<file path="src/rtl/se_pkg.sv">
// Shared types and IR field positions for the field sequencer.
package se_pkg;
   localparam int IR_W  = 32;
   localparam int REG_W = 4;
   localparam int OPC_W = 5;

   localparam int OPC_MSB = 31;
   localparam int OPC_LSB = 27;
   localparam int RA_MSB  = 26;
   localparam int RA_LSB  = 23;
   localparam int RB_MSB  = 22;
   localparam int RB_LSB  = 19;
   localparam int RC_MSB  = 18;
   localparam int RC_LSB  = 15;
   localparam int C_MSB   = 18;

   typedef enum logic [2:0] {
      S_IDLE  = 3'd0,
      S_SRC_B = 3'd1,
      S_SRC_C = 3'd2,
      S_DST_A = 3'd3,
      S_DONE  = 3'd4
   } state_t;

   typedef enum logic [1:0] {
      SEL_NONE = 2'd0,
      SEL_RA   = 2'd1,
      SEL_RB   = 2'd2,
      SEL_RC   = 2'd3
   } field_sel_t;
endpackage

</file>
<file path="src/rtl/se_field_mux.sv">
// Combinational selection of one of the Ra/Rb/Rc register fields; SEL_NONE yields 0.
module se_field_mux
   import se_pkg::*;
(
   input  field_sel_t       sel,
   input  logic [REG_W-1:0] ra,
   input  logic [REG_W-1:0] rb,
   input  logic [REG_W-1:0] rc,
   output logic [REG_W-1:0] code
);
   always_comb begin
      code = '0;
      case (sel)
         SEL_RA:  code = ra;
         SEL_RB:  code = rb;
         SEL_RC:  code = rc;
         default: code = '0;
      endcase
   end
endmodule

</file>
<file path="src/rtl/se_field_sequencer.sv">
// Rb-out / Rc-out / Ra-in register-transfer sequencer with manual field select in IDLE.
// Optional macro SE_SIGN_EXT_EN adds the registered sign-extended C-field output.
module se_field_sequencer
   import se_pkg::*;
(
   input  logic             clk,
   input  logic             clear,
   input  logic [IR_W-1:0]  ir_in,
   input  logic             ir_ld,
   input  logic             start,
   input  logic             step,
   input  logic             gra,
   input  logic             grb,
   input  logic             grc,
   input  logic             rin,
   input  logic             rout,
   input  logic             baout,
   output logic [REG_W-1:0] decoder_in,
   output logic             r_in_en,
   output logic             r_out_en,
   output logic             ba_out,
   output logic             busy,
   output logic             done,
   output logic [OPC_W-1:0] opcode,
   output logic [IR_W-1:0]  c_sign_ext
);
   state_t           state, state_n;
   logic [IR_W-1:0]  ir_q, ir_next;
   field_sel_t       sel;
   logic [REG_W-1:0] dec_n;
   logic             rin_n, rout_n, ba_n;
   logic             manual;

   // Outputs are registered from the next state, so the sequence fields come
   // from ir_next: a load accepted together with start is already visible.
   assign ir_next = (ir_ld && (state == S_IDLE || state == S_DONE)) ? ir_in : ir_q;
   assign opcode  = ir_q[OPC_MSB:OPC_LSB];

   se_field_mux u_field_mux (
      .sel  (sel),
      .ra   (ir_next[RA_MSB:RA_LSB]),
      .rb   (ir_next[RB_MSB:RB_LSB]),
      .rc   (ir_next[RC_MSB:RC_LSB]),
      .code (dec_n)
   );

   always_comb begin
      state_n = state;
      sel     = SEL_NONE;
      rin_n   = 1'b0;
      rout_n  = 1'b0;
      ba_n    = 1'b0;
      case (state)
         S_IDLE:  if (start) state_n = S_SRC_B;
         S_SRC_B: if (step)  state_n = S_SRC_C;
         S_SRC_C: if (step)  state_n = S_DST_A;
         S_DST_A: if (step)  state_n = S_DONE;
         S_DONE:  state_n = S_IDLE;
         default: state_n = S_IDLE;
      endcase
      manual = (state == S_IDLE) && (state_n == S_IDLE);
      case (state_n)
         S_SRC_B: begin sel = SEL_RB; rout_n = 1'b1; end
         S_SRC_C: begin sel = SEL_RC; rout_n = 1'b1; end
         S_DST_A: begin sel = SEL_RA; rin_n  = 1'b1; end
         S_IDLE: begin
            if (manual) begin
               sel    = gra ? SEL_RA : grb ? SEL_RB : grc ? SEL_RC : SEL_NONE;
               rin_n  = rin;
               // rin wins a simultaneous manual in/out request so the bus never sees both
               rout_n = rout & ~rin;
               ba_n   = baout;
            end
         end
         default: ;
      endcase
   end

   always_ff @(posedge clk) begin
      if (!clear) begin
         state      <= S_IDLE;
         ir_q       <= '0;
         decoder_in <= '0;
         r_in_en    <= 1'b0;
         r_out_en   <= 1'b0;
         ba_out     <= 1'b0;
         busy       <= 1'b0;
         done       <= 1'b0;
      end else begin
         state      <= state_n;
         ir_q       <= ir_next;
         decoder_in <= dec_n;
         r_in_en    <= rin_n;
         r_out_en   <= rout_n;
         ba_out     <= ba_n;
         busy       <= (state_n != S_IDLE);
         done       <= (state_n == S_DONE);
      end
   end

`ifdef SE_SIGN_EXT_EN
   function automatic logic [IR_W-1:0] sign_ext_c(input logic [IR_W-1:0] ir);
      logic signed [C_MSB:0] c_field;
      c_field = ir[C_MSB:0];
      return IR_W'(c_field);
   endfunction

   logic [IR_W-1:0] c_q;

   always_ff @(posedge clk) begin
      if (!clear) c_q <= '0;
      else        c_q <= sign_ext_c(ir_next);
   end

   assign c_sign_ext = c_q;
`else
   assign c_sign_ext = '0;
`endif
endmodule

</file>
<file path="config.mk">
export PLATFORM = sky130hd
export DESIGN_NAME = se_field_sequencer
export DESIGN_NICKNAME = d
export VERILOG_FILES = /design/src/rtl/se_pkg.sv /design/src/rtl/se_field_mux.sv /design/src/rtl/se_field_sequencer.sv
export SDC_FILE = /design/constraint.sdc
export NUM_CORES = 1
export LEC_CHECK = 0
export ABC_AREA = 1
export CORE_MARGIN = 10
export CORE_UTILIZATION = 38
export CTS_BUF_LIST = sky130_fd_sc_hd__clkbuf_2 sky130_fd_sc_hd__clkbuf_4 sky130_fd_sc_hd__clkbuf_8
export CTS_CLUSTER_DIAMETER = 100
export CTS_CLUSTER_SIZE = 30
export DETAILED_ROUTE_END_ITERATION = 16
export MAX_ROUTING_LAYER = met4
export PLACE_DENSITY = 0.85
export SETUP_SLACK_MARGIN = 0.3
export SLEW_MARGIN = 0
export SYNTH_ARGS = -nofsm -noshare
export SYNTH_HDL_FRONTEND = slang
export SYNTH_SLANG_ARGS = --single-unit
export TNS_END_PERCENT = 30
</file>
<file path="constraint.sdc">
create_clock -name clk -period 3.2 [get_ports clk]
set_input_delay 0.48 -clock clk [delete_from_list [all_inputs] [get_ports clk]]
set_output_delay 0.48 -clock clk [all_outputs]
set_load 0.02 [all_outputs]
</file>
==> results_dict.tcl, run 1 <==
set metrics [dict create \
    status "finished, final reports clean" \
    num_antenna_cells 0 \
    crit_path_max_fanout 8 \
    initial_core_util_pct 39.5 \
    yosys.area.top_type "dfxtp_1" \
    postLayoutCellArea_um2 2010 \
    grt_overflow_total 0 \
    die_x_um 84.7 \
    vias 1314 \
    crit_path_start_kind "primary input" \
    setup_viol 0 \
    ir_drop_uv 176 \
    cap_viol_max_count 0 \
    pwr-share-clk_pct 34.7 \
    grt_first_pass_wirelength_um 6100 \
    cts_root_buffer "clkbuf_8" \
    setup_tns_ns 0 \
    drt_first_pass_iters 3 \
    hold_path_depth 2 \
    core_um2 4030 \
    nFillCells 423 \
    ctsHoldBuffers 0 \
    cts_htree_levels 2 \
    ff2ff_path_depth 10 \
    clockBufferDepth 2 \
    skew_ns 0.00658 \
    synthTopCellsByArea "dfxtp_1 37%, buf_4 18%, nor2_1 7.3%" \
    seq_power_share_pct 36.5 \
    synth_cell_types 23 \
    internal_power_uw 795 \
    ys_ff_latch 29 \
    power_density_nw_per_um2 565 \
    fin_crit_ns 2.01 \
    whs_endpoint "ir_q[29]" \
    relSlewSlack_pct 64.4 \
    wire_per_inst_um 11.6 \
    rrSetupSlack_ns 1.53 \
    syn_area_um2 1590 \
    tightest_slew_ns 0.530 \
    wl_um 3640 \
    hold_class "reg -> reg" \
    clk_pin_slew_ns 0.06 \
    cts_buffers 5 \
    fin_crit_sh_pct 62.7 \
    gp_congestion 0.844 \
    hp-start "ir_q[29]" \
    clock-sinks 29 \
    ant_nets 0 \
    placement.io_buffers 41 \
    synth_edf_count 0 \
    maxSlewViolCount 0 \
    instances_no_fill 313 \
    comb_power_share_pct 28.8 \
    die-area_um2 7170 \
    synth_warnings 0 \
    avgSynthCellArea_um2 7.13 \
    fin_util_pct 49.9 \
    drc 0 \
    worstReg2RegStart "state[1]" \
    cts_resized 0 \
    rr_endpoint "decoder_in[3]" \
    cp-end-kind "register" \
    rows 23 \
    ys.flop_type "dfxtp_1" \
    synthArstFlopShare_pct 0 \
    dpl.hpwl_um 2900 \
    drt_iter0_markers 98 \
    required_ns 3.43 \
    antenna_found_initial 0 \
    routed_via_density 4.20 \
    seqCellArea_um2 581 \
    design.portCount 89 \
    multi_input_area_um2 708 \
    power_switching_uw 341 \
    finalNetCount 305 \
    p_leak_uw 0.00102 \
    cts_tree "done" \
    max_freq_mhz 499 \
    finalHoldViolCount 0 \
    crit_type "in -> reg" \
    synth_top_area_share_pct 36.5 \
    ys_seq_area_share_pct 36.5 \
    rsz0062_at_grt "no" \
    grt_usage_pct 10.6 \
    grt_max_degree 18 \
    synthToLayoutAreaGrowth_pct 26.4 \
    drive_gt1_share_pct 11.0 \
    syn_inst 223 \
    worstPathArrival_ns 2.23 \
    numPlacedInstances 305 \
    clk_latency_ns 0.28 \
    postCtsSetupBuffers 0 \
    switching_share_pct 30.0 \
    dpl_cell_area_um2 1890 \
    chipHeight_um 84.7 \
    grt_pass1_vias 1382 \
]
## Yosys cell counts, types with 3 or more instances
| cell type | instances |
|---|---|
| or2_0 | 3 |
| nand2_2 | 3 |
| nor2_2 | 5 |
| inv_1 | 29 |
| inv_2 | 3 |
| nand2_1 | 20 |
| dfxtp_1 | 29 |
| or2_2 | 7 |
| buf_4 | 38 |
| nor2_1 | 31 |
| nand3_1 | 22 |
| o21ai_0 | 18 |
## worst max-delay path, cell delays in order
cell             delay [ns]
clkdlybuf4s50_1        0.55
inv_1                  0.10
nand2_2                0.11
nand2_1                0.11
nor2_2                 0.19
nand4_2                0.13
o21ai_4                0.25
nand3_1                0.10
nand3_1                0.09
nand2_1                0.06
inv_1                  0.07
## registers in the layout (all words and copies together) (netlist names)
| signal | flops |
|---|---|
| ba_out | 1 |
| busy | 1 |
| decoder_in | 4 |
| done | 1 |
| ir_q | 17 |
| r_in_en | 1 |
| r_out_en | 1 |
| state | 3 |
## worst max path at each step
stage / start / to / cells after the start
after global placement: step / decoder_in[3] / 11
after CTS: step / decoder_in[3] / 11
after floorplan: step / decoder_in[0] / 10
after detailed placement: step / decoder_in[3] / 11
final: step / decoder_in[3] / 11
after global routing: step / decoder_in[0] / 11
## cells in the final DEF (no fill, tap or decap), types with 2 or more instances in the layout
cell type and count:
clkbuf_8 6, or2_0 3, or2_1 2, nor2_2 5, a21oi_1 2, inv_1 29, nand2_2 3, nand2_1 20
nor2_1 31, clkdlybuf4s50_1 41, or2_2 7, nand3_1 22, inv_2 3, nand4_1 2, o21ai_0 18, dfxtp_1 29
conb_1 32
## cell families after synthesis
family,share of synthesized area [%]
buffers and inverters,26.3
and+or+nand+nor,28.7
AOI/OAI and AO/OA,8.26
DFF,36.5
other,0.236
## final cells by class
| cell class | instances | share of cell area [%] |
|---|---|---|
| clock buffer | 7 | 4.48 |
| clock inverter | 1 | 1.49 |
| inverter | 32 | 5.98 |
| multi-input combinational | 152 | 35.2 |
| sequential | 29 | 28.9 |
| tap | 50 | 3.11 |
| timing repair buffer | 42 | 20.8 |
## metal layers
| metal | vias to the layer above | share of wire, % | wire (um) | GRT usage, % |
|---|---|---|---|---|
| met5 | - | 0 | 0 | - |
| li1 | 698 | - | - | - |
| met2 | 51 | 45 | 1650 | 15.9 |
| met3 | 6 | 7.7 | 281 | 3.77 |
| met4 | 0 | 2.0 | 72 | 6.29 |
| met1 | 559 | 45 | 1640 | 11.7 |
## power by group through the flow
| stage | clock (uW) | sequential [uW] | combinational (uW) |
|---|---|---|---|
| finish | 395 | 415 | 327 |
| global route | 420 | 420 | 366 |
| detailed placement | 0 | 423 | 326 |
| global placement | 0 | 421 | 321 |
| CTS | 405 | 415 | 328 |
| floorplan | 0 | 439 | 238 |
## through the flow
stage / total power (uW) / setup slack, ns / hold slack [ns]
final: 1140 / 1.19 / 0.480
after global routing: 1210 / 0.980 / 0.509
after CTS: 1150 / 1.22 / 0.489
after detailed placement: 749 / 0.927 / 0.475
after global placement: 742 / 0.962 / 0.462
after floorplan: 678 / 1.71 / 0.456
No activity file was read; power rests on OpenSTA's default activity.
==> run 2, diff against run 1 <==
CORE_UTILIZATION = 36   (was 38)
clock period = 1.6 ns   (was 3.2 ns; I/O delays follow)
==> results_dict.tcl, run 2 (synthesized netlist as in run 1, its figures left out) <==
set metrics [dict create \
    status "finished, violations left" \
    violations "setup timing" \
    worstPathArrival_ns 1.85 \
    seqCellArea_um2 592 \
    ff2ff_path_depth 12 \
    rsz0062_at_grt "yes" \
    skew_ns 0.00791 \
    cts_htree_levels 2 \
    mostFrequentLayoutCell "conb_1" \
    rows 24 \
    cpLargestDelayFamily "simple AND/OR/NAND/NOR gates" \
    power_density_nw_per_um2 967 \
    initial_core_util_pct 36.8 \
    finalNetCount 333 \
    core_um2 4320 \
    multi_input_area_um2 873 \
    clockBufferDepth 2 \
    clk_latency_ns 0.29 \
    crit_path_max_fanout 8 \
    p_leak_uw 0.00138 \
    rr_endpoint "decoder_in[0]" \
    grt_overflow_total 0 \
    cp.depth 12 \
    slowest_stage "dfxtp_4" \
    placement.io_buffers 41 \
    cts_tree "done" \
    crit_type "reg -> reg" \
    die-area_um2 7480 \
    grt_use_met2_pct 18.7 \
    rrSetupSlack_ns -0.01 \
    grtUsageMet3_pct 4.32 \
    cp.buffers_inverters 3 \
    cts_root_buffer "clkbuf_8" \
    cp-end-kind "register" \
    endpoint "decoder_in[0]" \
    drt_iter0_markers 95 \
    ant_nets 0 \
    cpPeakStageDelay_ns 0.40 \
    use_met1_pct 12.4 \
    path_cells "nand2_4, nor2_4, nand2_4, nand2_1, nor2_4, buf_4, buf_4, o21ai_4, nand3_1, nand3_1, nand2_1, inv_1" \
    worstSetupStartpoint "state[1]" \
    finalHoldViolCount 0 \
    drc 0 \
    setup_viol 3 \
    instances_no_fill 343 \
    drt_first_pass_iters 4 \
    synthToLayoutAreaGrowth_pct 50.7 \
    crit_path_start_kind "register" \
    clk_pin_slew_ns 0.06 \
    setup_tns_ns -0.0280 \
    nFillCells 412 \
    ir_drop_uv 339 \
    largestRegisters "ir_q (17), decoder_in (4), state (3)" \
    drive_gt1_share_pct 28.9 \
    clock-sinks 29 \
    gp_congestion 0.818 \
    cap_viol_max_count 0 \
    largest_register "ir_q" \
    cts_buffers 5 \
    vias 1503 \
    max_freq_mhz 620 \
    routed_via_density 4.38 \
    mostFrequentLayoutCells "32 x conb_1, 28 x nor2_1, 27 x buf_4" \
    dpl.hpwl_um 3170 \
    grt_max_degree 18 \
    maxSlewViolCount 0 \
    die_x_um 86.5 \
    largest_reg_flops 17 \
    required_ns 1.83 \
    grt_first_pass_wirelength_um 6890 \
    wl_um 4410 \
    power.total_uw 2320 \
    worstReg2RegStart "state[1]" \
    fin_crit_sh_pct 101 \
    hold_class "reg -> reg" \
    chipHeight_um 86.5 \
    grt-busiest-layer "met2" \
    grt_pass1_vias 1526 \
    setup_ws_ns -0.0135 \
    numPlacedInstances 332 \
    antenna_found_initial 0 \
    fin_crit_ns 1.61 \
    wire_per_inst_um 12.8 \
    design.portCount 89 \
    num_antenna_cells 0 \
    grt_usage_pct 11.6 \
    dpl_worst_slack_ns -0.314 \
]
[run 2: changes by cell type in the layout (fill, tap and decap cells not counted), moves of 4 or more]
cell | before | now
buf_4 | 1 | 27
clkdlybuf4s50_1 | 41 | 26
dlymetal6s2s_1 | 0 | 11
nand3_1 | 22 | 13
nand3_2 | 0 | 8
nor2_4 | 0 | 7
o21ai_0 | 18 | 11
nand2_1 | 20 | 14
o21ai_1 | 0 | 5
dlygate4sd2_1 | 0 | 4
nand2_4 | 0 | 4
nor2_2 | 5 | 1
[run 2: repair_timing]
| item | in CTS | in global routing |
|---|---|---|
| hold buffers | 0 | 0 |
| buffers inserted | 2 | 1 |
| resized for setup | 33 | 34 |
| pin swaps | 12 | 15 |
| setup endpoints to repair | 27 | 30 |
| hold endpoints to repair | 0 | 0 |
[run 2: worst min-delay path by stage]
stage	end	slack [ns]	startpoint	cells past startpoint
final	ir_q[30]	0.48	ir_q[30]	2
after detailed placement	ir_q[30]	0.48	ir_q[30]	2
after floorplan	ba_out	0.35	baout	2
after global placement	ir_q[30]	0.46	ir_q[30]	2
after CTS	ba_out	0.48	baout	3
after global routing	ba_out	0.51	baout	3
[run 2: through the flow]
| stage | util (%) | instance area [um2] | hold slack [ns] |
|---|---|---|---|
| 2_1_floorplan | - | 1710 | 0.352 |
| 3_3_place_gp | 48.1 | 2080 | 0.462 |
| 3_5_place_dp | 48.1 | 2080 | 0.475 |
| 4_1_cts | 52.8 | 2280 | 0.477 |
| 5_1_grt | 55.4 | 2400 | 0.507 |
| 6_report | 55.4 | 2400 | 0.479 |
[run 2: layout make-up]
class | instances | area share, %
Clock inverter | 2 | 0.418
Tap cell | 52 | 2.71
Timing Repair Buffer | 70 | 27.5
Sequential cell | 29 | 24.7
Clock buffer | 6 | 3.18
Inverter | 32 | 5.11
Multi-Input combinational cell | 152 | 36.4
[run 2: worst reg2reg max path: stages, from the launching register on]
cell,delay [ns]
dfxtp_4,0.40
nand2_4,0.06
nor2_4,0.13
nand2_4,0.09
nand2_1,0.14
nor2_4,0.06
buf_4,0.12
buf_4,0.13
o21ai_4,0.11
nand3_1,0.13
nand3_1,0.10
nand2_1,0.05
inv_1,0.04
[run 2: metal layers]
layer  vias to the layer above  wire (um)
li1                        758          -
met1                       677       1840
met2                        60       2110
met3                         8        374
met4                         0         82
met5                         -          0
[run 2: where the power goes]
group	total, uW	leakage (uW)	switching, uW	internal [uW]
registers	832	0.000242	30.0	802
logic	896	0.00109	495	401
clock network	590	0.0000484	273	317
total	2320	0.00138	798	1520
